[src/rtl/etapa_id_ex_pkg.sv]
// Shared definitions for the ID/EX pipeline stage: default widths, the
// control bundle layout and the all-zero bubble constant.
package etapa_id_ex_pkg;

    localparam int DATA_W_DEF  = 32;
    localparam int REG_W_DEF   = 5;
    localparam int ALUOP_W_DEF = 3;
    localparam int CNT_W_DEF   = 16;
    localparam int REG_ZERO    = 0;

    typedef struct packed {
        logic reg_write;
        logic mem_to_reg;
        logic mem_read;
        logic mem_write;
        logic alu_src;
        logic reg_dst;
    } ctrl_t;

    // A bubble is an instruction with every control bit cleared.
    localparam ctrl_t CTRL_NOP = '0;

endpackage

[src/rtl/etapa_id_ex_deteccion_riesgos.sv]
// Load-use hazard comparator: a load in EX whose destination is read by the
// instruction in ID forces a one-cycle freeze of PC and IF/ID.
module deteccion_riesgos
    import etapa_id_ex_pkg::*;
#(
    parameter int REG_W = REG_W_DEF
) (
    input  logic             ex_mem_read,
    input  logic [REG_W-1:0] ex_rt,
    input  logic [REG_W-1:0] id_rs,
    input  logic [REG_W-1:0] id_rt,
    output logic             hazard,
    output logic             pc_write,
    output logic             if_id_write
);

    // id_rt is compared even for instructions that do not read it; the
    // occasional spurious stall is cheaper than decoding operand usage here.
    assign hazard = ex_mem_read
                  & (ex_rt != REG_W'(REG_ZERO))
                  & ((ex_rt == id_rs) | (ex_rt == id_rt));

    assign pc_write    = ~hazard;
    assign if_id_write = ~hazard;

endmodule

[src/rtl/etapa_id_ex.sv]
// ID/EX pipeline register with built-in load-use stall, flush squashing and a
// saturating stall-cycle counter.
module etapa_id_ex
    import etapa_id_ex_pkg::*;
#(
    parameter int DATA_W  = DATA_W_DEF,
    parameter int REG_W   = REG_W_DEF,
    parameter int ALUOP_W = ALUOP_W_DEF,
    parameter int CNT_W   = CNT_W_DEF
) (
    input  logic               clk,
    input  logic               reset,
    input  logic [DATA_W-1:0]  id_pc4,
    input  logic [DATA_W-1:0]  id_da,
    input  logic [DATA_W-1:0]  id_db,
    input  logic [DATA_W-1:0]  id_imm,
    input  logic [REG_W-1:0]   id_rs,
    input  logic [REG_W-1:0]   id_rt,
    input  logic [REG_W-1:0]   id_rd,
    input  logic               id_reg_write,
    input  logic               id_mem_to_reg,
    input  logic               id_mem_read,
    input  logic               id_mem_write,
    input  logic               id_alu_src,
    input  logic               id_reg_dst,
    input  logic [ALUOP_W-1:0] id_alu_op,
    input  logic               flush,
    output logic [DATA_W-1:0]  ex_pc4,
    output logic [DATA_W-1:0]  ex_da,
    output logic [DATA_W-1:0]  ex_db,
    output logic [DATA_W-1:0]  ex_imm,
    output logic [REG_W-1:0]   ex_rs,
    output logic [REG_W-1:0]   ex_rt,
    output logic [REG_W-1:0]   ex_rd,
    output logic               ex_reg_write,
    output logic               ex_mem_to_reg,
    output logic               ex_mem_read,
    output logic               ex_mem_write,
    output logic               ex_alu_src,
    output logic               ex_reg_dst,
    output logic [ALUOP_W-1:0] ex_alu_op,
    output logic               pc_write,
    output logic               if_id_write,
    output logic [CNT_W-1:0]   stall_cnt
);

    logic  hazard;
    logic  bubble;
    ctrl_t id_ctrl;
    ctrl_t ex_ctrl;

    deteccion_riesgos #(
        .REG_W (REG_W)
    ) u_deteccion_riesgos (
        .ex_mem_read (ex_mem_read),
        .ex_rt       (ex_rt),
        .id_rs       (id_rs),
        .id_rt       (id_rt),
        .hazard      (hazard),
        .pc_write    (pc_write),
        .if_id_write (if_id_write)
    );

    assign id_ctrl = '{reg_write:  id_reg_write,
                       mem_to_reg: id_mem_to_reg,
                       mem_read:   id_mem_read,
                       mem_write:  id_mem_write,
                       alu_src:    id_alu_src,
                       reg_dst:    id_reg_dst};

    assign bubble = flush | hazard;

    // Bubbles clear register numbers too, so forwarding and the next hazard
    // check see nothing to match against.
    always_ff @(posedge clk) begin
        if (reset || bubble) begin
            ex_pc4    <= '0;
            ex_da     <= '0;
            ex_db     <= '0;
            ex_imm    <= '0;
            ex_rs     <= '0;
            ex_rt     <= '0;
            ex_rd     <= '0;
            ex_ctrl   <= CTRL_NOP;
            ex_alu_op <= '0;
        end else begin
            ex_pc4    <= id_pc4;
            ex_da     <= id_da;
            ex_db     <= id_db;
            ex_imm    <= id_imm;
            ex_rs     <= id_rs;
            ex_rt     <= id_rt;
            ex_rd     <= id_rd;
            ex_ctrl   <= id_ctrl;
            ex_alu_op <= id_alu_op;
        end
    end

    always_ff @(posedge clk) begin
        if (reset) begin
            stall_cnt <= '0;
        end else if (hazard && (stall_cnt != {CNT_W{1'b1}})) begin
            stall_cnt <= stall_cnt + 1'b1;
        end
    end

    assign ex_reg_write  = ex_ctrl.reg_write;
    assign ex_mem_to_reg = ex_ctrl.mem_to_reg;
    assign ex_mem_read   = ex_ctrl.mem_read;
    assign ex_mem_write  = ex_ctrl.mem_write;
    assign ex_alu_src    = ex_ctrl.alu_src;
    assign ex_reg_dst    = ex_ctrl.reg_dst;

endmodule

[config.mk]
export PLATFORM = sky130hd
export DESIGN_NAME = etapa_id_ex
export DESIGN_NICKNAME = d
export VERILOG_FILES = /design/src/rtl/etapa_id_ex_pkg.sv /design/src/rtl/etapa_id_ex_deteccion_riesgos.sv /design/src/rtl/etapa_id_ex.sv
export SDC_FILE = /design/constraint.sdc
export NUM_CORES = 1
export LEC_CHECK = 0
export CAP_MARGIN = 20
export CORE_ASPECT_RATIO = 0.6
export CORE_MARGIN = 2
export CORE_UTILIZATION = 33
export DETAILED_ROUTE_END_ITERATION = 10
export PLACE_DENSITY = 0.86
export SETUP_SLACK_MARGIN = 0.05
export SLEW_MARGIN = 20
export SYNTH_ARGS = -nofsm -noshare
export SYNTH_HDL_FRONTEND = slang
export SYNTH_SLANG_ARGS = --single-unit
[constraint.sdc]
create_clock -name clk -period 1.8 [get_ports clk]
set_input_delay 0.36 -clock clk [delete_from_list [all_inputs] [get_ports clk]]
set_output_delay 0.36 -clock clk [all_outputs]
set_load 0.005 [all_outputs]
==> results by group, run 1 <==
Run status
  • Status: complete, but fails checks
  • Violated checks: setup timing

Floorplanning
  • Core region area: ~15000 um^2
  • Die area: ~17000 um^2
  • Starting Density: about a third
  • Num ports: 325
  • Die Wd: around 170 um
  • Die height: 101.5 um
  • Row count: 35

STA
  • Max frequency: approximately 0.46 GHz
  • Clk_skew: 0.01402 ns
  • Final WS setup: -0.3878 ns
  • RSZ-0062 raised after global routing: true
  • Fin crit share: 121.5%
  • Final Hold Viols: 0
  • Fin crit period: around 2.2 ns
  • Endpoints failing setup: between 150 and 200
  • Worst hold slack: roughly 0.25 ns
  • Rel. slew slack: 72.51%
  • Pins Over Slew Limit: 0
  • Slew @ Worst Pin: approximately 0.41 ns

GRT
  • Met3 Use GR: ~7.2%
  • Gr busiest metal: met2
  • Total gr overflow: 0
  • GRT Util Overall: 20.54%
  • First-pass GRT wire length: ~26000 um
  • Vias in the first global route: roughly 4.7k
  • Antenna violations before repair: 2
  • M2 GR Usage: 35.35%
  • Largest net degree at the start of global routing: 39
  • GR Util met1: 24.84%

Detailed routing
  • WL/cell: ~19 um
  • Router iterations before antenna repair: 4
  • Post-route DRC: 0
  • DR vias/cell: approximately 4.5
  • Antenna-violating nets left: 0
  • Vias: approximately 4.8k
  • DRT Wirelength: roughly 20000 um
  • 1st-iter DRT viols: roughly 260

CTS
  • CTS Buf Count: 17
  • Skew-Pair Late Insertion Delay: around 0.41 ns
  • Clock buffer depth: 2
  • Clk sinks: approximately 170
  • Clock slew at reported path FFs: 0.07 ns
  • H-tree levels: 4
  • CTS tree: built
  • Clk root buf: clkbuf_16

Cells and area
  • Most common cell after layout, fill and taps aside: clkdlybuf4s50_1
  • Area taken by multi-input logic gates: roughly 1900 um^2
  • Reg area: ~3400 um^2
  • Most frequent cells in the layout: clkdlybuf4s50_1, dfxtp_1, and2_1
  • Area Growth Syn to Fin: 100.4%
  • Final #Nets: roughly 1k
  • Final core occ: slightly below 70%
  • Share of layout cells above drive strength 1: about a fifth
  • Design Area, Final: 10490 um^2
  • Fill cell count: between 1k and 1.5k

Synthesis
  • Synth area leader: dfxtp_1
  • Post-synth EDFFs: 0
  • Sequential element share of the synthesized area: about 64%
  • Mapped Nets: around 610
  • Post-synth top flop: dfxtp_1
  • Top post-synthesis cells by area: dfxtp_1, and2_1, buf_6
  • Synth Cell Area: approximately 5200 um^2
  • Cells after synthesis: approximately 450
  • Synth warn: 0
  • Synth top area share: 64.28%
  • Mean Syn Cell Area: 11.60 um^2
  • Library cells used by synthesis: 37
  • Yosys reg bits: about 170
  • Ys async rst share: 0%

Placed design
  • Post-DP HPWL: 12580 um
  • Port buffer count: approximately 320
  • Placed cell areas: between 8000 and 9000 um^2
  • RePlAce Congestion: between 0.8 and 0.9
  • Pre-CTS setup slack: -0.6330 ns

Power
  • P_leak: between 4 and 5 nW
  • Pwr Total: 8.822 mW
  • Pwr/cell area: 841.4 nW/um^2
  • VDD IR-drop max: 554.0 uV

Setup path
  • Crit path max fanout: 9
  • CP max-delay cell: clkdlybuf4s50_1
  • CP peak stage delay: between 0.5 and 0.6 ns
  • CP Buf/Inv Count: 5
  • Crit path DAT: 2.54 ns
  • Start point of the critical path: id_rs[4]
  • Top delay family on crit path: buffers and inverters
  • Critical path class: in -> reg
  • Startpoint types: input pin
  • FF-to-FF Start: ex_rt[4]$_SDFF_PP0_
  • Worst EP required: between 2 and 2.5 ns
  • Critical Path End Type: flop
  • Critical path, cell by cell: clkdlybuf4s50_1, xor2_1, nor3_2, a22oi_2, buf_4, buf_6, o21a_4, buf_12, clkbuf_16, and2_1

Flow run
  • Maxcap violations: 0

Min path
  • Hold path startpoint: id_rt[4]
  • Worst min-delay path class: in -> reg
power by group:
| part | total (mW) | switching [mW] | internal [mW] | leakage [nW] |
|---|---|---|---|---|
| sequential | 3.90 | 0.0438 | 3.85 | 1.39 |
| combinational | 1.09 | 0.328 | 0.758 | 2.57 |
| clock | 3.84 | 1.61 | 2.23 | 0.306 |
synthesized netlist by cell type (3+ instances only):
cell,number
a21oi_1,8
and2_1,153
buf_4,4
buf_6,9
clkbuf_1,9
dfxtp_1,168
inv_1,3
mux2_2,6
nand2_1,7
nand3_1,3
nand4_1,4
nor2_1,12
nor2b_1,6
nor3_1,4
nor4_1,5
o31ai_1,4
o41ai_1,5
or4_1,6
xor2_1,10
per-layer routing:
layer  part of all wire [%]  wire length (um)  up-vias
met1                     41              8360     2253
met3                    8.2              1672       32
met5                      0                 0        -
met2                     49              9877      238
li1                       -                 -     2254
met4                    2.0               399        0
per-stage QoR:
stage               cells  TNS, ns
finish               1064   -52.19
global route         1064   -57.88
CTS                  1047   -49.61
detailed placement    992   -78.45
global placement      992   -83.67
floorplan             451        0
final timing paths:
| path | to | slack [ns] | depth (start not counted) |
|---|---|---|---|
| min | ex_rt[4]$_SDFF_PP0_ | 0.25 | 2 |
| max reg2reg | ex_pc4[3]$_SDFF_PP0_ | -0.37 | 10 |
| max | ex_pc4[3]$_SDFF_PP0_ | -0.39 | 10 |
| min reg2reg | stall_cnt[5]$_SDFFE_PP0P_ | 0.52 | 2 |
timing repair:
action	CTS	global route
endpoints found under the setup margin	181	174
hold buffers	0	0
pin swaps	14	20
buffers inserted	16	7
cloned	8	11
gates resized for setup	53	52
area by class of cell:
cell class                      instances  share of cell area (%)
Clock inverter                         14                   1.790
Multi-Input combinational cell        257                   18.58
Tap cell                              203                   2.422
Clock buffer                           18                   4.093
Antenna cell                            1                 0.02387
Inverter                                3                  0.1074
Sequential cell                       168                   32.30
Timing Repair Buffer                  400                   40.68
logic make-up (layout without fill, tap and decap cells):
kind of cell / count (synthesis) / in the layout / synth area share (%)
AND/OR/NAND/NOR: 215 / 215 / 25.63
buffers and inverters: 27 / 435 / 3.563
adder cells (fa/ha/maj): 1 / 1 / 0.2391
flip-flops: 168 / 168 / 64.28
other: 0 / 1 / 0
XOR/XNOR: 10 / 10 / 1.674
AO/OA/AOI/OAI: 24 / 25 / 3.324
multiplexers: 6 / 6 / 1.291
Power figures use the tool's default switching activity.
==> run 2, diff against run 1 <==
CORE_UTILIZATION = 34   (was 33)
CTS_BUF_LIST = sky130_fd_sc_hd__clkbuf_4 sky130_fd_sc_hd__clkbuf_8   (was default)
GPL_TIMING_DRIVEN = 0   (was default)
PLACE_DENSITY = 0.88   (was 0.86)
==> results by group, run 2 (synthesized netlist as in run 1, its figures left out) <==
Detailed routing
  • Post-route DRC: 0 (unchanged)
  • DRT Wirelength: 19540 um (-3.8%)
  • Router iterations before antenna repair: 4 (unchanged)
  • DR vias/cell: 4.447 (-0.94%)
  • Antenna-violating nets left: 0 (unchanged)
  • 1st-iter DRT viols: 219 (-17%)
  • Vias: 4692 (-1.8%)
  • WL/cell: 18.52 um (-3.0%)

Setup path
  • Startpoint types: input pin
  • Crit path DAT: 1.98 ns (-0.56 ns)
  • CP Buf/Inv Count: 4 (-1)
  • R2R depth: 10 (unchanged)
  • Crit path capture: pc_write
  • Critical path class: in -> out
  • CP peak stage delay: 0.47 ns (-0.06 ns)
  • R2r setup slk: -0.48 ns (-0.11 ns)
  • FF-to-FF Start: ex_rt[4]$_SDFF_PP0_
  • Cell count along the critical path: 8 (-2)
  • RR Endpoint: ex_db[17]$_SDFF_PP0_
  • Critical path, cell by cell: clkdlybuf4s50_1, xor2_2, nor3_2, a22oi_2, buf_6, or2_4, buf_6, buf_6
  • Worst EP required: 1.44 ns (-0.72 ns)
  • Cell with the most instances on the worst path: buf_6
  • Crit path max fanout: 3 (-6)
  • CP max-delay cell: clkdlybuf4s50_1
  • Top delay family on crit path: buffers and inverters
  • Start point of the critical path: id_rt[2]
  • Critical Path End Type: primary output

STA
  • RSZ-0062 raised after global routing: true
  • Final Hold Viols: 0 (unchanged)
  • Endpoints failing setup: 170 (unchanged)
  • Fin crit period: 2.338 ns (+0.1501 ns)
  • Fin crit share: 129.9% (+8.3 points)
  • Clk_skew: 0.01006 ns (-0.003960 ns)
  • Setup TNS Final: -65.42 ns (-13.23 ns)
  • Final WS setup: -0.5380 ns (-0.1501 ns)
  • Slew @ Worst Pin: 0.5152 ns (+0.1082 ns)
  • Max frequency: 0.4277 GHz (-6.4%)
  • Pins Over Slew Limit: 0 (unchanged)
  • Rel. slew slack: 65.65% (-6.9 points)

Floorplanning
  • Die height: 100.1 um (-1.4%)
  • Row count: 35 (unchanged)
  • Core region area: 15200 um^2 (-1.4%)
  • Starting Density: 34.43% (+0.49 points)
  • Num ports: 325 (unchanged)
  • Die area: 16430 um^2 (-2.9%)
  • Die Wd: 164.2 um (-1.4%)

Cells and area
  • Design Area, Final: 10480 um^2 (about the same)
  • Area Growth Syn to Fin: 100.4% (about the same)
  • Most frequent cells in the layout: clkdlybuf4s50_1, dfxtp_1, and2_1
  • Most common cell after layout, fill and taps aside: clkdlybuf4s50_1
  • Share of layout cells above drive strength 1: 28.08% (+7.7 points)
  • Fin cells: 1055 (-0.85%)
  • Final #Nets: 994 (-0.90%)

GRT
  • Antenna violations before repair: 1 (-1)
  • Largest net degree at the start of global routing: 18 (-54%)
  • First-pass GRT wire length: 24730 um (-6.6%)
  • Vias in the first global route: 4409 (-7.0%)
  • Total gr overflow: 0 (unchanged)
  • GRT Util Overall: 20.11% (-0.43 points)

Min path
  • Worst min-delay path class: in -> reg

Placed design
  • Port buffer count: 324 (unchanged)
  • Post-DP HPWL: 13190 um (+4.8%)
  • Placed cell areas: 8790 um^2 (-1.5%)
  • Pre-CTS setup slack: -1.093 ns (-0.4601 ns)
  • RePlAce Congestion: 0.8938 (+4.5%)
  • DP Cell Count: 978 (-1.4%)

CTS
  • Clk sinks: 168 (unchanged)
  • Skew-Pair Late Insertion Delay: 0.43 ns (+0.02 ns)
  • Clock slew at reported path FFs: 0.09 ns (+0.02 ns)
  • H-tree levels: 4 (unchanged)
  • CTS tree: built
  • CTS Buf Count: 17 (unchanged)
  • Clk root buf: clkbuf_8
  • Hold Buf Count CTS: 0 (unchanged)
  • Clock buffer depth: 2 (unchanged)

Power
  • VDD IR-drop max: 580.2 uV (+4.7%)
  • Pwr/cell area: 737.9 nW/um^2 (-12%)
  • P_leak: 4.311 nW (+1.3%)

Flow run
  • Maxcap violations: 0 (unchanged)

Run status
  • Violated checks: setup timing
  • Status: complete, but fails checks
run 2: metrics by stage:
stage          total power [mW]  hold slack, ns  util [%]
2_1_floorplan             4.175          0.4662         -
3_3_place_gp              4.834          0.4729     57.84
3_5_place_dp              4.855          0.4792     57.84
4_1_cts                   7.595          0.3077     62.26
5_1_grt                   8.062          0.3735     68.99
6_report                  7.736          0.3837     68.99
run 2: final cells by class:
type	instances	area, um^2
sequential	168	3433
clock inverter	14	157.7
clock buffer	18	241.5
multi-input combinational	257	2091
buffer	20	284.0
inverter	3	11.26
tap	203	254.0
antenna	1	2.502
timing repair buffer	371	4009
fill	1065	4712
run 2: worst min path at each step:
stage / from / slack, ns / cells after the start / endpoint
floorplan: stall_cnt[5]$_SDFFE_PP0P_ / 0.47 / 2 / stall_cnt[5]$_SDFFE_PP0P_
global placement: stall_cnt[5]$_SDFFE_PP0P_ / 0.47 / 2 / stall_cnt[5]$_SDFFE_PP0P_
detailed placement: stall_cnt[5]$_SDFFE_PP0P_ / 0.48 / 2 / stall_cnt[5]$_SDFFE_PP0P_
CTS: id_rt[3] / 0.31 / 2 / ex_rt[3]$_SDFF_PP0_
global route: id_rt[3] / 0.37 / 2 / ex_rt[3]$_SDFF_PP0_
finish: id_rt[3] / 0.38 / 2 / ex_rt[3]$_SDFF_PP0_
run 2: power by group:
| group | switching [mW] | leakage (nW) | internal (mW) |
|---|---|---|---|
| clock | 1.53 | 0.195 | 1.18 |
| sequential | 0.0455 | 1.39 | 3.83 |
| combinational | 0.337 | 2.72 | 0.819 |
run 2: timing repair:
item,CTS,global route
gates resized for setup,61,170
pin swaps,7,82
endpoints found under the setup margin,183,186
setup buffers,10,22
gates cloned,3,13
run 2: layer usage:
layer  GRT usage [%]  up-vias  part of all wire (%)
li1                -     2231                     -
met2           33.54      227                    50
met4           4.993        0                   1.3
met1           24.32     2215                    40
met3           8.140       19                   8.7
met5               0        -                     0
